`config.mk`:
```
export PLATFORM = sky130hd
export DESIGN_NAME = fb_write_scheduler
export DESIGN_NICKNAME = d
export VERILOG_FILES = /design/src/rtl/fb_write_scheduler.sv
export SDC_FILE = /design/constraint.sdc
export NUM_CORES = 1
export LEC_CHECK = 0
export BUFFER_PORTS_ARGS = -buffer_cell sky130_fd_sc_hd__buf_4
export CAP_MARGIN = 5
export CORE_ASPECT_RATIO = 1.4
export CORE_UTILIZATION = 30
export CTS_BUF_LIST = sky130_fd_sc_hd__clkbuf_2
export DETAILED_ROUTE_END_ITERATION = 10
export GPL_ROUTABILITY_DRIVEN = 0
export PLACE_DENSITY = 0.46
export SLEW_MARGIN = 25
export SYNTH_ARGS = -nofsm -noshare
export SYNTH_HDL_FRONTEND = slang
export SYNTH_SLANG_ARGS = --single-unit
```
`constraint.sdc`:
```
create_clock -name clock -period 3.4 [get_ports clock]
set_input_delay 0.34 -clock clock [delete_from_list [all_inputs] [get_ports clock]]
set_output_delay 0.34 -clock clock [all_outputs]
set_load 0.02 [all_outputs]
```
`src/rtl/fb_write_scheduler.sv`:
```
// Frame-buffer write scheduler: arbitrates a 32-pixel word requester against a
// full-buffer clear requester and serialises each job into one pixel write per clock.
module fb_write_scheduler #(
    parameter int ADDR_W = 12,
    parameter int WORD_W = 32
) (
    input  logic              clock,
    input  logic              reset_n,
    input  logic              word_start,
    input  logic [WORD_W-1:0] word_data,
    input  logic [ADDR_W-1:0] word_base,
    input  logic              clr_start,
    input  logic              clr_value,
    output logic              data,
    output logic [ADDR_W-1:0] wraddress,
    output logic              wren,
    output logic              word_done,
    output logic              clr_done,
    output logic              busy
);

    typedef enum logic [1:0] {
        S_IDLE  = 2'd0,
        S_WORD  = 2'd1,
        S_CLEAR = 2'd2,
        S_DONE  = 2'd3
    } state_t;

    typedef enum logic {
        G_WORD = 1'b0,
        G_CLR  = 1'b1
    } grant_t;

    localparam logic [ADDR_W-1:0] WORD_LAST = ADDR_W'(WORD_W - 1);
    localparam logic [ADDR_W-1:0] CLR_LAST  = {ADDR_W{1'b1}};

    state_t              state_q, state_d;
    grant_t              last_grant_q, last_grant_d;
    logic                word_pend_q, word_pend_d;
    logic                clr_pend_q, clr_pend_d;
    logic [WORD_W-1:0]   wp_data_q, wp_data_d;
    logic [ADDR_W-1:0]   wp_base_q, wp_base_d;
    logic                cp_val_q, cp_val_d;
    logic [WORD_W-1:0]   job_data_q, job_data_d;
    logic [ADDR_W-1:0]   job_base_q, job_base_d;
    logic                job_val_q, job_val_d;
    logic                job_clr_q, job_clr_d;
    logic [ADDR_W-1:0]   cnt_q, cnt_d;
    logic                data_q, data_d;
    logic [ADDR_W-1:0]   wraddress_q, wraddress_d;
    logic                wren_q, wren_d;
    logic                word_done_q, word_done_d;
    logic                clr_done_q, clr_done_d;
    logic                busy_q, busy_d;
    logic                word_grant_s;
    logic                clr_grant_s;

    // Round-robin grant decision, only evaluated while idle.
    always_comb begin
        word_grant_s = 1'b0;
        clr_grant_s  = 1'b0;
        if (state_q == S_IDLE) begin
            if (word_pend_q && clr_pend_q) begin
                if (last_grant_q == G_CLR) begin
                    word_grant_s = 1'b1;
                end else begin
                    clr_grant_s = 1'b1;
                end
            end else begin
                word_grant_s = word_pend_q;
                clr_grant_s  = clr_pend_q;
            end
        end else begin
            word_grant_s = 1'b0;
            clr_grant_s  = 1'b0;
        end
    end

    // One-deep pending buffers; a new start beats a same-cycle grant so it is never lost.
    always_comb begin
        word_pend_d = word_start | (word_pend_q & ~word_grant_s);
        clr_pend_d  = clr_start  | (clr_pend_q  & ~clr_grant_s);
        wp_data_d   = word_start ? word_data : wp_data_q;
        wp_base_d   = word_start ? word_base : wp_base_q;
        cp_val_d    = clr_start  ? clr_value : cp_val_q;
    end

    // Job sequencer: next state, counter and registered RAM-side outputs.
    always_comb begin
        state_d      = state_q;
        last_grant_d = last_grant_q;
        job_data_d   = job_data_q;
        job_base_d   = job_base_q;
        job_val_d    = job_val_q;
        job_clr_d    = job_clr_q;
        cnt_d        = cnt_q;
        data_d       = 1'b0;
        wraddress_d  = wraddress_q;
        wren_d       = 1'b0;
        word_done_d  = 1'b0;
        clr_done_d   = 1'b0;

        case (state_q)
            S_IDLE: begin
                if (word_grant_s) begin
                    state_d      = S_WORD;
                    last_grant_d = G_WORD;
                    cnt_d        = {ADDR_W{1'b0}};
                    job_data_d   = wp_data_q;
                    job_base_d   = wp_base_q;
                    job_clr_d    = 1'b0;
                end else if (clr_grant_s) begin
                    state_d      = S_CLEAR;
                    last_grant_d = G_CLR;
                    cnt_d        = {ADDR_W{1'b0}};
                    job_val_d    = cp_val_q;
                    job_clr_d    = 1'b1;
                end else begin
                    state_d = S_IDLE;
                end
            end
            S_WORD: begin
                // Pixel bits leave LSB first through a shift register; address wraps naturally.
                wren_d      = 1'b1;
                data_d      = job_data_q[0];
                wraddress_d = job_base_q + cnt_q;
                job_data_d  = job_data_q >> 1;
                if (cnt_q == WORD_LAST) begin
                    state_d = S_DONE;
                end else begin
                    cnt_d = cnt_q + {{(ADDR_W-1){1'b0}}, 1'b1};
                end
            end
            S_CLEAR: begin
                wren_d      = 1'b1;
                data_d      = job_val_q;
                wraddress_d = cnt_q;
                if (cnt_q == CLR_LAST) begin
                    state_d = S_DONE;
                end else begin
                    cnt_d = cnt_q + {{(ADDR_W-1){1'b0}}, 1'b1};
                end
            end
            S_DONE: begin
                word_done_d = ~job_clr_q;
                clr_done_d  = job_clr_q;
                state_d     = S_IDLE;
            end
            default: begin
                state_d = S_IDLE;
            end
        endcase

        // Computed from next-cycle values so the registered flag matches the current state.
        busy_d = (state_d != S_IDLE) | word_pend_d | clr_pend_d;
    end

    // State, buffer and output registers.
    always_ff @(posedge clock or negedge reset_n) begin
        if (!reset_n) begin
            state_q      <= S_IDLE;
            last_grant_q <= G_CLR;
            word_pend_q  <= 1'b0;
            clr_pend_q   <= 1'b0;
            wp_data_q    <= {WORD_W{1'b0}};
            wp_base_q    <= {ADDR_W{1'b0}};
            cp_val_q     <= 1'b0;
            job_data_q   <= {WORD_W{1'b0}};
            job_base_q   <= {ADDR_W{1'b0}};
            job_val_q    <= 1'b0;
            job_clr_q    <= 1'b0;
            cnt_q        <= {ADDR_W{1'b0}};
            data_q       <= 1'b0;
            wraddress_q  <= {ADDR_W{1'b0}};
            wren_q       <= 1'b0;
            word_done_q  <= 1'b0;
            clr_done_q   <= 1'b0;
            busy_q       <= 1'b0;
        end else begin
            state_q      <= state_d;
            last_grant_q <= last_grant_d;
            word_pend_q  <= word_pend_d;
            clr_pend_q   <= clr_pend_d;
            wp_data_q    <= wp_data_d;
            wp_base_q    <= wp_base_d;
            cp_val_q     <= cp_val_d;
            job_data_q   <= job_data_d;
            job_base_q   <= job_base_d;
            job_val_q    <= job_val_d;
            job_clr_q    <= job_clr_d;
            cnt_q        <= cnt_d;
            data_q       <= data_d;
            wraddress_q  <= wraddress_d;
            wren_q       <= wren_d;
            word_done_q  <= word_done_d;
            clr_done_q   <= clr_done_d;
            busy_q       <= busy_d;
        end
    end

    assign data      = data_q;
    assign wraddress = wraddress_q;
    assign wren      = wren_q;
    assign word_done = word_done_q;
    assign clr_done  = clr_done_q;
    assign busy      = busy_q;

endmodule

```
==> metrics.txt <==
fmax=436.2 MHz; I/O pin cnt=66; core area=0.01914 mm²; Clock Latency Late Sink=0.68 ns; CTS tree=yes; part of the power in registers=38.8%; Critical Path RT=3.99 ns; maximum net fanout on the critical path=31; Post-synth EDFFs=0; Overflow after GRT=0; Worst path slowest cell=ha_1; WL/cell=14.15 µm; Yosys top cell by area=dfrtp_1; Layout Nets=a little under 700; CTS Buffer Depth=2; Slew @ Worst Pin=0.7520 ns; drt drc=0; FF+latch area=0.003129 mm²; Final setup viols=0; Rel. slew slack=49.79%; fin crit share=67.43%; dpl hpwl=between 8 and 9 mm; clk_skew=0.02469 ns; Multi-input gate area=roughly 0.0026 mm²; gr usage total=13.58%; CTS resizes=0; Comb power frac=a little over two fifths; CP delay by family, top=adder cells; most common cell after layout, fill and taps aside=dfrtp_1; vias=4198; Via density=4.738; Seq/Total Area, Yosys=53.53%; fin. max-slew vios=0; commonest cells after routing, fill and taps aside=dfrtp_1 (124), buf_4 (72), mux2_2 (57), a21oi_1 (53), dlygate4sd3_1 (47); Syn Area/Cell=11.39 µm²; CTS Root Cell=clkbuf_2; share of layout cells above drive strength 1=around 27%; Die X=about 120 µm; total net switching power=2.249 mW; die height=167.2 µm; top cell type's share of synthesized area=53.08%; Sw Ratio=38.64%; unrepaired setup endpoints after global routing=no; PortBufs=65; largest cells by area after synthesis=dfrtp_1 (53%), mux2_2 (11%), mux2i_1 (5.7%); worst stage delay on the critical path=0.58 ns; Rows=60; total negative slack=0 ns; H-tree Lvls=4; initial antenna violation count=1; Area Growth Syn to Fin=25.41%; syn_nets=580; Iter 0 DRT Violations=112; Netlist cell types=between 50 and 60; P_leak=3.200 nW; proportion of power drawn by the clock network=17.9%; # placed instances=a little over 800; Post-synth top flop=dfrtp_1; status=finished clean; HP Class=input port to flop; fillers=1885; Peak VDD IR=a little over 0.0003 V; power density over cell area=around 790 mW/mm²; Max Cap Viol=0; vias in the first global route=~4300; Initial Util=30.54%; total CTS buffers=17; FFs w/ async S/R, synth=100.0%; Worst setup EP type=flop; Int Pwr=between 3 and 4 mW; Gate Count Post-Synth=513; Detailed Route WL=12.54 mm; CP startpoint kind=flop; clock sink total=125; post-synthesis register bit count=125; first-pass GRT wire length=21.19 mm; synth warn=0; clock transition at the registers of the reported paths=0.19 ns; largest net degree at the start of global routing=56; Critical Path AT=2.88 ns; Non-Filler Instances=886; die area=around 0.02 mm²; first-pass iteration count of the detailed router=4; Cell Area, Synth=0.005846 mm²; flop-to-flop setup slack=1.11 ns; CP cell instances=inv_1, ha_1, buf_4, nand2_4, or2_4, o31ai_1; Crit Path Class=flop to flop; WP buf/inv=2; final hold violations=0; Final Critical Period=2.293 ns; ANT nets after route=0; WHS=0.2203 ns
kinds of logic (layout without fill, tap and decap cells):
group,Yosys count,after routing,share of synthesized area (%)
and+or+nand+nor,125,125,11.04
buffers and inverters,38,162,2.868
AOI/OAI and AO/OA,112,112,11.19
DFF,125,125,53.53
xor gates and xnor gates,5,5,0.7493
adders and majority gates,18,18,3.981
muxes,90,90,16.63
other,0,1,0
worst paths after layout:
kind | depth (start not counted) | to | from
min in group asynchronous | 2 | wraddress[9]$_DFFE_PN0P_ | reset_n
min | 2 | word_pend_q$_DFF_PN0_ | word_start
max in group asynchronous | 3 | wp_data_q[31]$_DFFE_PN0P_ | reset_n
min reg2reg | 1 | word_done$_DFF_PN0_ | job_clr_q$_DFFE_PN0P_
max | 6 | cnt_q[11]$_DFFE_PN0P_ | state_q[1]$_DFF_PN0_
max reg2reg | 6 | cnt_q[11]$_DFFE_PN0P_ | state_q[1]$_DFF_PN0_
through the flow:
| step | setup slack (ns) | utilization (%) | total power, mW | instance area [µm²] |
|---|---|---|---|---|
| finish | 1.107 | 38.29 | 5.820 | 7331 |
| CTS | 1.116 | 38.28 | 5.936 | 7328 |
| floorplan | 1.334 | - | 4.134 | 5846 |
| detailed placement | 1.165 | 34.42 | 4.802 | 6590 |
| global route | 0.9196 | 38.29 | 6.335 | 7331 |
| global placement | 1.201 | 34.42 | 4.742 | 6590 |
sequential cells by signal, summed over array words and instances, names as in the netlist:
signal        cells
data              1
busy              1
wraddress        12
wp_data_q        32
clr_done          1
job_val_q         1
wren              1
word_pend_q       1
word_done         1
wp_base_q        12
last_grant_q      1
job_data_q       32
cnt_q            12
clr_pend_q        1
state_q           2
cp_val_q          1
job_base_q       12
job_clr_q         1
power groups by stage:
stage	Combinational, mW	Sequential, mW	Clock, mW
after floorplan	1.83	2.31	0
after global placement	2.46	2.28	0
after detailed placement	2.51	2.30	0
after CTS	2.56	2.27	1.11
after global routing	2.84	2.32	1.17
final	2.52	2.26	1.04
cells in the mapped netlist (all sizes together), types with 8 or more instances:
library cell and number:
nor2b 11, buf 14, clkbuf 14, nand2 24
ha 17, nor2 46, a21o 8, mux2i 33
inv 10, o21ai 25, a21oi 53, dfrtp 124
nand3 9, mux2 57
final cells by class:
| cell class | instances | area share, % |
|---|---|---|
| antenna | 1 | 0.03414 |
| clock buffer | 19 | 1.297 |
| clock inverter | 13 | 2.355 |
| inverter | 10 | 0.5120 |
| multi-input combinational | 350 | 34.82 |
| sequential | 125 | 42.69 |
| tap | 248 | 4.233 |
| timing repair buffer | 120 | 14.06 |
what timing repair did:
item                                    4_1_cts  5_1_grt
setup buffers                                 0        0
hold buffers                                 47        0
endpoints found under the setup margin        0        0
endpoints found under the hold margin        98        0
routing by layer:
metal / global-route usage (%) / part of all wire, %
met1: 15.34 / 42
met2: 23.91 / 52
met3: 3.338 / 3.5
met4: 6.033 / 2.0
met5: 0 / 0
Note: power is estimated with default switching activity, not from simulation.
